[src/rtl/xsw_rsp_steer.sv]
// xsw_rsp_steer: return-path steering for a single switch target port.
// Accepted request grants are queued in order. The target response stream is
// steered to the initiator at the queue head.
// Optional macro XSW_RSP_MULTIBEAT_EN adds multi-beat responses (t_rsp_last,
// i_rsp_last, beat_cnt). Only the last beat of a response pops the head.

// Per-initiator steering slice: forward valid to this initiator when it owns the
// head, and report its ready back when it owns the head.
module xsw_rsp_lane (
  input  logic head,
  input  logic rsp_live,
  input  logic rdy,
  output logic vld,
  output logic take
);
  assign vld  = head & rsp_live;
  assign take = head & rdy;
endmodule

module xsw_rsp_steer #(
  parameter int N  = 4,
  parameter int D  = 4,
  parameter int DW = 32
) (
  input  logic                   clk,
  input  logic                   rstn,
  input  logic                   acc_valid,
  input  logic [N-1:0]           acc_gnt,
  output logic                   ord_full,
  output logic                   ord_empty,
  output logic [$clog2(D+1)-1:0] ord_cnt,
  input  logic                   t_rsp_valid,
  output logic                   t_rsp_ready,
  input  logic [DW-1:0]          t_rsp_data,
  output logic [N-1:0]           i_rsp_valid,
  input  logic [N-1:0]           i_rsp_ready,
  output logic [DW-1:0]          i_rsp_data,
  output logic                   err_ovf,
  output logic                   err_orphan
`ifdef XSW_RSP_MULTIBEAT_EN
  ,
  input  logic                   t_rsp_last,
  output logic [N-1:0]           i_rsp_last,
  output logic [15:0]            beat_cnt
`endif
);
  localparam int AW = $clog2(D);
  localparam int CW = $clog2(D+1);

  logic [D-1:0][N-1:0] ord_mem;
  logic [AW-1:0]       wr_ptr, rd_ptr;
  logic [CW-1:0]       cnt;
  logic [N-1:0]        head, take;
  logic                rsp_live, push, hs, pop;

  // Status flags come from the registered count only. This keeps a same-cycle
  // push from being visible at the head.
  assign ord_full  = (cnt == CW'(D));
  assign ord_empty = (cnt == '0);
  assign ord_cnt   = cnt;

  assign head     = ord_mem[rd_ptr];
  assign rsp_live = t_rsp_valid & ~ord_empty;
  assign push     = acc_valid & ~ord_full;
  assign hs       = t_rsp_valid & t_rsp_ready;
`ifdef XSW_RSP_MULTIBEAT_EN
  assign pop      = hs & t_rsp_last;
  assign i_rsp_last = i_rsp_valid & {N{t_rsp_last}};
`else
  assign pop      = hs;
`endif

  genvar g;
  generate
    for (g = 0; g < N; g++) begin : g_lane
      xsw_rsp_lane u_lane (
        .head    (head[g]),
        .rsp_live(rsp_live),
        .rdy     (i_rsp_ready[g]),
        .vld     (i_rsp_valid[g]),
        .take    (take[g])
      );
    end
  endgenerate

  // Only the head initiator's ready matters. Other initiators' ready inputs are ignored.
  assign t_rsp_ready = ~ord_empty & (|take);
  assign i_rsp_data  = t_rsp_data;

  // Grant storage. Contents are don't-care after reset, so this block has no reset.
  always_ff @(posedge clk) begin
    if (push) ord_mem[wr_ptr] <= acc_gnt;
  end

  // Pointers and occupancy. Pointers wrap naturally because D is a power of two.
  always_ff @(posedge clk or negedge rstn) begin
    if (!rstn) begin
      wr_ptr <= '0;
      rd_ptr <= '0;
      cnt    <= '0;
    end else begin
      if (push) wr_ptr <= wr_ptr + AW'(1);
      if (pop)  rd_ptr <= rd_ptr + AW'(1);
      case ({push, pop})
        2'b10:   cnt <= cnt + CW'(1);
        2'b01:   cnt <= cnt - CW'(1);
        default: cnt <= cnt;
      endcase
    end
  end

  // Sticky protocol error flags, cleared only by reset.
  always_ff @(posedge clk or negedge rstn) begin
    if (!rstn) begin
      err_ovf    <= 1'b0;
      err_orphan <= 1'b0;
    end else begin
      if (acc_valid & ord_full)             err_ovf    <= 1'b1;
      if (t_rsp_valid & ord_empty & ~push)  err_orphan <= 1'b1;
    end
  end

`ifdef XSW_RSP_MULTIBEAT_EN
  // Beat counter for the current response. It clears on the last beat and saturates.
  always_ff @(posedge clk or negedge rstn) begin
    if (!rstn)                      beat_cnt <= '0;
    else if (hs & t_rsp_last)       beat_cnt <= '0;
    else if (hs && beat_cnt != '1)  beat_cnt <= beat_cnt + 16'd1;
  end
`endif

`ifndef SYNTHESIS
  // Simulation-only sanity checks on the grant input and the steering output.
  always_ff @(posedge clk) begin
    if (rstn && acc_valid) assert ($onehot(acc_gnt)) else $error("acc_gnt not one-hot");
    if (rstn) assert ($onehot0(i_rsp_valid)) else $error("i_rsp_valid not onehot0");
  end
`endif

endmodule

[config.mk]
export PLATFORM = sky130hd
export DESIGN_NAME = xsw_rsp_steer
export DESIGN_NICKNAME = d
export VERILOG_FILES = /design/src/rtl/xsw_rsp_steer.sv
export SDC_FILE = /design/constraint.sdc
export NUM_CORES = 1
export LEC_CHECK = 0
export BUFFER_PORTS_ARGS = -buffer_cell sky130_fd_sc_hd__buf_4
export CORE_MARGIN = 4
export CORE_UTILIZATION = 43
export DETAILED_ROUTE_END_ITERATION = 10
export PLACE_DENSITY = 0.79
export SLEW_MARGIN = 10
export SYNTH_ARGS = -nofsm -noshare
export SYNTH_HDL_FRONTEND = slang
export SYNTH_SLANG_ARGS = --single-unit
[constraint.sdc]
create_clock -name clk -period 2.8 [get_ports clk]
set_clock_uncertainty 0.15 [all_clocks]
set_input_delay 0.14 -clock clk [delete_from_list [all_inputs] [get_ports clk]]
set_output_delay 0.14 -clock clk [all_outputs]
set_load 0.05 [all_outputs]
**After elaboration in Yosys (flattened, before gate mapping)**

Cells that the tools add are included.

- $add $sub $neg: 4
- $lt $le $gt $ge: 3
- Equality and inequality tests: 3
- Mux-type cells: 6
- Bitwise operators: 18
- Reductions and logical operators: 4

Operators by type and width:

| kind | count |
|---|---|
| 16-bit bitwise mux | 1 |
| 1-bit bitwise AND | 15 |
| 4-bit binary-select mux with 2-bit select | 1 |
| 4-bit demux with 2-bit select | 1 |
| 4-bit two-way mux | 2 |
| 2-bit by 3-bit < comparator with 1-bit output, second input constant | 2 |
| 3-bit case mux with 2 select lines | 1 |
| 2-bit by 1-bit adder with 2-bit output, second input constant | 2 |
| 4-bit OR reduction | 1 |
| 3-bit by 1-bit adder with 3-bit output, second input constant | 1 |
| 3-bit equality test, second input constant | 1 |
| 3-bit logical NOT | 1 |
| 1-bit inverter | 3 |
| 3-bit by 1-bit subtractor with 3-bit output, second input constant | 1 |
| 2-bit by 1-bit equality test with 1-bit output, second input constant | 1 |
| 2-bit equality test, second input constant | 1 |
| 2-bit by 1-bit >= comparator with 1-bit output, second input constant | 1 |
| 2-bit nonzero test | 1 |
| 1-bit logical AND | 1 |

- Bits in registers: 25
- Output and inout bits: 44
- Word-level logic and storage cells: 47

**Longest topological paths before layout**

Gate-level depths: netlist of run 1.

- Depth in word-level cells: 8
- Gate-level depth with buffers: 10
- Mapped depth without buffers: 10

**Cells and area by module**

Synthesis of run 1 repeated with hierarchy kept, for this count alone.

- Cell total of the unflattened synthesis: 106
- Area total of the unflattened synthesis: 1418.9 um^2

Modules (own cells, without submodules):

| module | instances | cells each | area an instance (um^2) | seq. area each (um^2) |
|---|---|---|---|---|
| xsw_rsp_steer | 1 | 98 | 1368.8 | 705.7 |
| xsw_rsp_lane | 4 | 2 | 12.5 | 0.0 |

**Worst setup path after synthesis of run 1**

Ideal clock, no wire load.

- Path kind: register to register
- Start: reg cnt[0] (netlist: ord_cnt[0])
- End: reg cnt[2] (netlist: ord_cnt[2])
- Library setup time: 0.145 ns
- Data arrival time: 3.048 ns
- Data required time: 2.505 ns
- Path slack: -0.543 ns
- Cell stages (with the launch flop): 10
- Path buffers: 0
- Path through: dfrtp_1 -> nor3_1 -> nand2b_1 -> a41oi_4 -> ha_1 -> inv_1 -> fa_1 -> xor2_1 -> nor2_1 -> xor2_1

- Longest elaborated chain between the ends: 6
- Elaborated cells on any way between the ends: 13
- Classes of those cells: 2 x add/sub; 3 x eq/ne; 1 x mux; 5 x bitwise; 2 x reduce/logical

Ends and longest elaborated chain:

| element | line | source |
|---|---|---|
| start, declared | 52 | `logic [CW-1:0] cnt;` |
| start signal, assigned | 105 | `2'b10: cnt <= cnt + CW'(1);` |
| start signal, assigned | 106 | `2'b01: cnt <= cnt - CW'(1);` |
| start signal, assigned | 107 | `default: cnt <= cnt;` |
| 3-bit logical NOT * | 59 | `assign ord_empty = (cnt == '0);` |
| via ord_empty | 30 | `output logic ord_empty,` |
| 1-bit inverter * | 87 | `assign t_rsp_ready = ~ord_empty & (\|take);` |
| 1-bit bitwise AND * | 87 |  |
| 1-bit bitwise AND * | 65 | `assign hs = t_rsp_valid & t_rsp_ready;` |
| via hs | 54 | `logic rsp_live, push, hs, pop;` |
| 2-bit by 1-bit equality test with 1-bit output / 2-bit equality test (equally long branches) | 104 | `case ({push, pop})` |
| 3-bit case mux with 2 select lines / 2-bit nonzero test (equally long branches) | -- |  |

The timed path passes the listed nets; every way through them passes the cells marked *.
A chain may end at the register's enable or synchronous reset.

**Worst setup path after layout of run 1**

- Start: reg rd_ptr[0]
- End: reg cnt[2] (netlist: ord_cnt[2])

- Longest elaborated chain between the ends: 8
- Elaborated cells on any way between the ends: 13
- Classes of those cells: 2 x eq/ne; 3 x mux; 6 x bitwise; 2 x reduce/logical

Ends and longest elaborated chain:

| element | line | source |
|---|---|---|
| start, declared | 51 | `logic [AW-1:0] wr_ptr, rd_ptr;` |
| start signal, assigned | 103 | `if (pop) rd_ptr <= rd_ptr + AW'(1);` |
| 4-bit binary-select mux with 2-bit select * | 62 | `assign head = ord_mem[rd_ptr];` |
| 4-bit two-way mux (not written as such) * | 62 |  |
| 1-bit bitwise AND | 17 | `assign take = head & rdy;` |
| 4-bit OR reduction * | 87 |  |
| 1-bit bitwise AND * | 87 |  |
| 1-bit bitwise AND * | 65 |  |
| via hs | 54 |  |
| 2-bit by 1-bit equality test with 1-bit output / 2-bit equality test (equally long branches) | 104 |  |
| 3-bit case mux with 2 select lines / 2-bit nonzero test (equally long branches) | -- |  |

The timed path passes the listed nets; every way through them passes the cells marked *. The select of a mux whose other input is x is not followed.

==> reports/summary.txt, run 1 <==
================================================================================
Result of the run ................................................. finished, final reports clean
Cell types with the highest counts after synthesis ................ sky130_fd_sc_hd__buf_4 (36), sky130_fd_sc_hd__edfxtp_1 (16), sky130_fd_sc_hd__dfrtp_1 (9), sky130_fd_sc_hd__inv_1 (7)
Multi-input gate area in the final layout .........................    478 sq um
Syn_area_per_cell .................................................   12.4 sq um
Hold_sp ........................................................... t_rsp_data[12]
Wire length per cell after detailed routing .......................      16.0 um
Syn Std Cell Area .................................................   1490 sq um
Grt ovf ...........................................................            0
Port bufs .........................................................           23
Placed insts ......................................................          152
Area after DPL ....................................................   1450 sq um
Share of power burned in registers ................................        35.6%
Sequential fraction of the synthesis area .........................        47.5%
Via count of the first global-routing pass ........................          807
FP Rows ...........................................................           21
Die Y-Extent ......................................................      66.8 um
Relative area change from synthesis to final layout ...............        5.73%
CTS max path bufs .................................................            2
Clock group share of total power ..................................         9.3%
Number of failing setup endpoints in the final timing report ......            0
Initial standard-cell utilization of the core .....................        44.5%
CTS sink cnt ......................................................           25
Most repeated cell in the gate-level netlist after synthesis ...... sky130_fd_sc_hd__buf_4
Slew at the pin closest to its max-slew limit .....................     0.393 ns
Boundary pin count ................................................           88
P_sw ..............................................................     0.815 mW
Synth Register Bits ...............................................           25
Initial DRC Count .................................................           54
Area of all placed cells without fillers ..........................   1570 sq um
Sequential Area ...................................................    707 sq um
Count of pins over their slew limit ...............................            0
Worst Setup Path Type ............................................. register to register
Setup ws final ....................................................     0.185 ns
Predominant post-synthesis flop cell .............................. sky130_fd_sc_hd__edfxtp_1
Ranking of synthesized cells by area .............................. sky130_fd_sc_hd__edfxtp_1 (32%), sky130_fd_sc_hd__buf_4 (18%), sky130_fd_sc_hd__dfrtp_1 (15%), sky130_fd_sc_hd__ha_1 (4.2%), sky130_fd_sc_hd__a2bb2oi_4 (3.5%)
Type of destination of the critical path ..........................     register
CTS tree ..........................................................        built
Proportion of netlist area held by the largest area contributor ...        32.4%
Total DRC errors in the routed layout .............................            0
Number of instances in the synthesized netlist ....................          120
Worst Reg-to-Reg Cells ............................................            9
Post-DP HPWL ......................................................      2230 um
Clock root buffer master .......................................... sky130_fd_sc_hd__clkbuf_4
Hold Path Class ................................................... input port to primary output
Global-route wire length before repair ............................      4050 um
Minimum clock period ..............................................      2.62 ns
PnR Total Power ...................................................      1.76 mW
Critical path peak fanout .........................................            8
# diodes ..........................................................            0
Width of the die ..................................................      66.8 um
Maximum resistive drop on vdd .....................................     0.490 mV
Synth warnings ....................................................            0
Area of the core ..................................................   3340 sq um
Switching power as a share of total power .........................        46.4%
Arrival time of data at the critical path endpoint ................      2.71 ns
Max-slew headroom at the worst pin ................................        73.1%
H-tree depth ......................................................            1
WHS ...............................................................     0.130 ns
Async SR Flop Fraction ............................................        36.0%
Req. time, crit path ..............................................      2.90 ns
Final total negative setup slack ..................................         0 ns
NumNets Final .....................................................          170
All-Layer GR Usage ................................................        12.6%
Clock insertion delay at the later pin of the skew report .........      0.31 ns
Synth area leader ................................................. sky130_fd_sc_hd__edfxtp_1
Fraction of layout instances using a drive strength above 1 .......        33.6%
Worst-path clk slew ...............................................      0.13 ns
Maximum achievable frequency ......................................    0.382 GHz
# Post-CTS Setup Buffers ..........................................            0
Routed wire length ................................................      2650 um
Number of antenna violations at the first check in global routing .            0
Launch instance of the worst register-to-register path ............ rd_ptr[0]$_DFFE_PN0P_
Hold EP ........................................................... i_rsp_data[12]
FF-to-FF setup slack ..............................................      0.18 ns
Capture point of the worst reg-to-reg path ........................ ord_cnt[2]$_DFFE_PN0P_
Setup repair after global routing missed its margin ...............           no
Count of cell types in the netlist ................................           28
Area of the die ...................................................   4460 sq um
Inserted Clock Buffers ............................................            3
Post-placement setup slack ........................................     0.149 ns
Final hold violation count ........................................            0
Count of filler cells inserted in the layout ......................          296
Leakage Power .....................................................     0.635 nW
Maxcap violations .................................................            0
Routability-driven placement congestion ratio .....................        0.781
Proportion of power drawn by combinational gates ..................        55.1%
Largest net degree at the start of global routing .................           17
Final ANT Viol Nets ...............................................            0
Average via count per standard cell ...............................         4.64
Ratio of total power to cell area ................................. 1120 nW/um^2
Final std cells w/o fill ..........................................          165
Number of enable-type register cells in the synthesized netlist ...           16
Final cell utilization of the core ................................        47.1%
Category of the worst setup path launch point .....................     register
Synthesized net count .............................................          170
Vias ..............................................................          766
Post-route clock period utilization ...............................        93.4%
First-pass detailed-route iteration total .........................            4
Power Internal ....................................................     0.943 mW
Hold Path Stages ..................................................            0
================================================================================
-- cells by family after synthesis --
logic type	Yosys count	share of synthesized area [%]
fa+ha+maj	6	5.56
xor+xnor	6	3.54
mux	6	5.90
simple gates	22	7.67
buf+inv	45	21.1
compound gates	10	8.76
flops	25	47.5
-- worst max path at each step --
stage	startpoint	to	cells past startpoint
floorplan	ord_cnt[2]$_DFFE_PN0P_	ord_cnt[2]$_DFFE_PN0P_	9
global placement	rd_ptr[0]$_DFFE_PN0P_	ord_cnt[1]$_DFFE_PN0P_	7
detailed placement	rd_ptr[0]$_DFFE_PN0P_	ord_cnt[2]$_DFFE_PN0P_	9
CTS	rd_ptr[0]$_DFFE_PN0P_	ord_cnt[2]$_DFFE_PN0P_	9
global route	rd_ptr[1]$_DFFE_PN0P_	ord_cnt[2]$_DFFE_PN0P_	9
finish	rd_ptr[0]$_DFFE_PN0P_	ord_cnt[2]$_DFFE_PN0P_	9
-- worst max-delay path: stages, from the launching register on --
cell and delay, ns:
sky130_fd_sc_hd__dfrtp_2 0.52, sky130_fd_sc_hd__mux4_2 0.39, sky130_fd_sc_hd__nand2_2 0.08, sky130_fd_sc_hd__a41oi_4 0.27
sky130_fd_sc_hd__ha_1 0.23, sky130_fd_sc_hd__inv_1 0.07, sky130_fd_sc_hd__fa_1 0.39, sky130_fd_sc_hd__xor2_1 0.16
sky130_fd_sc_hd__nor2_1 0.12, sky130_fd_sc_hd__xor2_1 0.17
-- sequential cells by signal, indices dropped and copies added, names as in the netlist --
register	flops
ord_cnt	3
ord_mem	16
wr_ptr	2
err_orphan	1
rd_ptr	2
err_ovf	1
-- power by group through the flow --
stage | combinational, mW | sequential, mW | clock (mW)
2_1_floorplan | 0.825 | 0.685 | 0
3_3_place_gp | 0.932 | 0.621 | 0
3_5_place_dp | 0.967 | 0.633 | 0
4_1_cts | 0.983 | 0.624 | 0.172
5_1_grt | 1.05 | 0.645 | 0.185
6_report | 0.969 | 0.625 | 0.164
-- cell usage in the layout (no fill, tap or decap), types with 3 or more instances in the layout --
master                          instances
sky130_fd_sc_hd__and2_1                 4
sky130_fd_sc_hd__buf_4                 24
sky130_fd_sc_hd__clkbuf_4               3
sky130_fd_sc_hd__dfrtp_1                8
sky130_fd_sc_hd__dlygate4sd3_1          9
sky130_fd_sc_hd__edfxtp_1              16
sky130_fd_sc_hd__ha_1                   5
sky130_fd_sc_hd__inv_1                  7
sky130_fd_sc_hd__nand2_1                5
sky130_fd_sc_hd__nor2_1                 4
sky130_fd_sc_hd__nor2b_1                4
sky130_fd_sc_hd__xnor2_1                3
sky130_fd_sc_hd__xor2_1                 3
-- timing repair --
action / in CTS / in global routing
gates resized for setup: 0 / 1
hold buffers: 9 / 0
endpoints found under the hold margin: 27 / 0
setup endpoints to repair: 0 / 2
-- metal layers --
metal	global-route usage, %	up-vias	wire length (um)
met3	3.71	14	262
li1	-	367	-
met1	14.5	342	966
met4	7.36	0	78
met2	20.5	43	1340
met5	0	-	0
-- area by class of cell --
class | count | area share [%]
Clock inverter | 1 | 0.558
Timing Repair Buffer | 33 | 17.2
Multi-Input combinational cell | 50 | 30.4
Inverter | 7 | 1.67
Clock buffer | 3 | 1.43
Sequential cell | 25 | 45.0
Tap cell | 46 | 3.67
Power figures use the tool's default switching activity.
==> inputs of run 2 (changes only) <==
--- a/config.mk
+++ b/config.mk
@@ -6,6 +6,7 @@
 export NUM_CORES = 1
 export LEC_CHECK = 0
 export BUFFER_PORTS_ARGS = -buffer_cell sky130_fd_sc_hd__buf_4
+export CORE_ASPECT_RATIO = 2
 export CORE_MARGIN = 4
 export CORE_UTILIZATION = 43
 export DETAILED_ROUTE_END_ITERATION = 10
==> reports/summary.txt, run 2 (same netlist as run 1, synthesis figures left out) <==
======================================================================================
Final std cells w/o fill ................................................          149
Library cell contributing the largest single delay on the critical path . sky130_fd_sc_hd__dfrtp_1
P_sw ....................................................................     0.795 mW
Maxcap violations .......................................................            0
Req. time, crit path ....................................................      2.83 ns
Launch instance of the worst register-to-register path .................. rd_ptr[0]$_DFFE_PN0P_
Share of power burned in registers ......................................        35.2%
First-pass detailed-route iteration total ...............................            4
Inserted Clock Buffers ..................................................            3
Clock root buffer master ................................................ sky130_fd_sc_hd__clkbuf_8
Clock insertion delay at the later pin of the skew report ...............      0.26 ns
Worst Setup Path Type ................................................... register to register
Count of pins over their slew limit .....................................            0
Arrival time of data at the critical path endpoint ......................      2.61 ns
CTS tree ................................................................        built
Type of destination of the critical path ................................     register
NumNets Final ...........................................................          168
Result of the run ....................................................... finished, final reports clean
Final ANT Viol Nets .....................................................            0
Global-route wire length before repair ..................................      4120 um
Width of the die ........................................................      49.6 um
Maximum resistive drop on vdd ...........................................     0.439 mV
Area after DPL ..........................................................   1430 sq um
Switching power as a share of total power ...............................        44.8%
Setup repair after global routing missed its margin .....................           no
Max-slew headroom at the worst pin ......................................        75.3%
Routability-driven placement congestion ratio ...........................        0.783
Boundary pin count ......................................................           88
Critical path, cell by cell ............................................. mux4_2 -> nand2_2 -> a41oi_4 -> ha_1 -> inv_1 -> fa_1 -> xor2_1 -> nor2_1 -> xor2_1
Via count of the first global-routing pass ..............................          864
Leakage Power ...........................................................     0.632 nW
Placed insts ............................................................          138
Clock group share of total power ........................................        11.1%
Number of failing setup endpoints in the final timing report ............            0
Routed wire length ......................................................      2430 um
Post-DP HPWL ............................................................      2070 um
Average via count per standard cell .....................................         5.11
Slew at the pin closest to its max-slew limit ...........................     0.361 ns
Critical path peak fanout ...............................................            8
Relative area change from synthesis to final layout .....................        4.04%
Die Y-Extent ............................................................      91.1 um
Capture point of the worst reg-to-reg path .............................. ord_cnt[2]$_DFFE_PN0P_
# diodes ................................................................            0
All-Layer GR Usage ......................................................        12.0%
Area of the die .........................................................   4510 sq um
Initial DRC Count .......................................................           10
Fraction of layout instances using a drive strength above 1 .............        32.5%
Grt ovf .................................................................            0
PnR Total Power .........................................................      1.77 mW
Category of the worst setup path launch point ...........................     register
Maximum achievable frequency ............................................    0.388 GHz
Biggest register ........................................................      ord_mem
Post-route clock period utilization .....................................        92.1%
# Post-CTS Setup Buffers ................................................            0
Maximum cell stage delay along the critical path ........................      0.52 ns
Worst Reg-to-Reg Cells ..................................................            9
FF-to-FF setup slack ....................................................      0.22 ns
Area of all placed cells without fillers ................................   1550 sq um
Vias ....................................................................          762
Port bufs ...............................................................           23
Setup ws final ..........................................................     0.222 ns
Post-placement setup slack ..............................................     0.217 ns
Number of antenna violations at the first check in global routing .......            0
CTS sink cnt ............................................................           25
Area of the core ........................................................   3380 sq um
FP Rows .................................................................           30
Most frequent standard cell in the layout excluding fill and tap cells .. sky130_fd_sc_hd__buf_4
Total DRC errors in the routed layout ...................................            0
Final total negative setup slack ........................................         0 ns
Minimum clock period ....................................................      2.58 ns
Commonest cells after routing, fill and taps aside ...................... sky130_fd_sc_hd__buf_4 (24), sky130_fd_sc_hd__edfxtp_1 (16), sky130_fd_sc_hd__dfrtp_1 (9)
H-tree depth ............................................................            1
Hold buffers post-CTS ...................................................            7
Power Internal ..........................................................     0.979 mW
Wire length per cell after detailed routing .............................      16.3 um
Post-CTS sizing .........................................................            0
Final hold violation count ..............................................            0
Critical path's most frequent cell ...................................... sky130_fd_sc_hd__xor2_1
CTS max path bufs .......................................................            2
Worst-path clk slew .....................................................      0.08 ns
Largest net degree at the start of global routing .......................           14
Proportion of power drawn by combinational gates ........................        53.7%
Ratio of total power to cell area ....................................... 1150 nW/um^2
Count of filler cells inserted in the layout ............................          305
Initial standard-cell utilization of the core ...........................        44.0%
Hold Path Class ......................................................... input port to async pin
Flip-flop count of the largest register, all copies and words added .....           16
======================================================================================
[run 2: power by group through the flow]
stage	clock, mW	combinational [mW]	sequential [mW]
after floorplan	0	0.825	0.685
after global placement	0	0.932	0.626
after detailed placement	0	0.957	0.634
after CTS	0.203	0.969	0.626
after global routing	0.222	1.03	0.641
final	0.197	0.953	0.624
[run 2: critical path: cells and delay by family, from the launching register on]
family,cells,cell delay (ns)
AND/OR/NAND/NOR,2,0.18
multiplexers,1,0.42
XOR/XNOR,2,0.31
adder cells (fa/ha/maj),2,0.61
flip-flops,1,0.52
buffers and inverters,1,0.06
AO/OA/AOI/OAI,1,0.27
[run 2: layout make-up]
| cell class | instances | area (sq um) | area share, % |
|---|---|---|---|
| flip-flops and latches | 25 | 706 | 45.7 |
| clock buffers | 4 | 45.0 | 2.91 |
| inverters | 7 | 26.3 | 1.70 |
| well taps | 32 | 40.0 | 2.59 |
| multi-input cells | 50 | 478 | 30.9 |
| repair buffers | 31 | 250 | 16.2 |
[run 2: routing by layer]
metal  up-vias  global-route usage, %  wire, um
met5         -                      0         0
met3        31                   1.81       167
met4         0                   13.2       244
li1        360                      -         -
met2        29                   21.6      1350
met1       342                   9.98       677
[run 2: stage by stage]
step,util (%),hold slack (ns)
after CTS,45.7,0.0864
final,45.7,0.0876
after detailed placement,42.3,-0.180
after global placement,42.3,-0.178
after global routing,45.7,0.0865
after floorplan,-,-0.306
[run 2: worst max path at each step]
stage / from / to / slack (ns) / cells after the start
6_report: rd_ptr[0]$_DFFE_PN0P_ / ord_cnt[2]$_DFFE_PN0P_ / 0.22 / 9
5_1_grt: rd_ptr[0]$_DFFE_PN0P_ / ord_cnt[2]$_DFFE_PN0P_ / 0.04 / 9
4_1_cts: rd_ptr[0]$_DFFE_PN0P_ / ord_cnt[2]$_DFFE_PN0P_ / 0.20 / 9
3_5_place_dp: rd_ptr[0]$_DFFE_PN0P_ / ord_cnt[2]$_DFFE_PN0P_ / 0.22 / 9
3_3_place_gp: rd_ptr[0]$_DFFE_PN0P_ / ord_cnt[2]$_DFFE_PN0P_ / 0.30 / 9
2_1_floorplan: ord_cnt[2]$_DFFE_PN0P_ / ord_cnt[2]$_DFFE_PN0P_ / 0.03 / 9
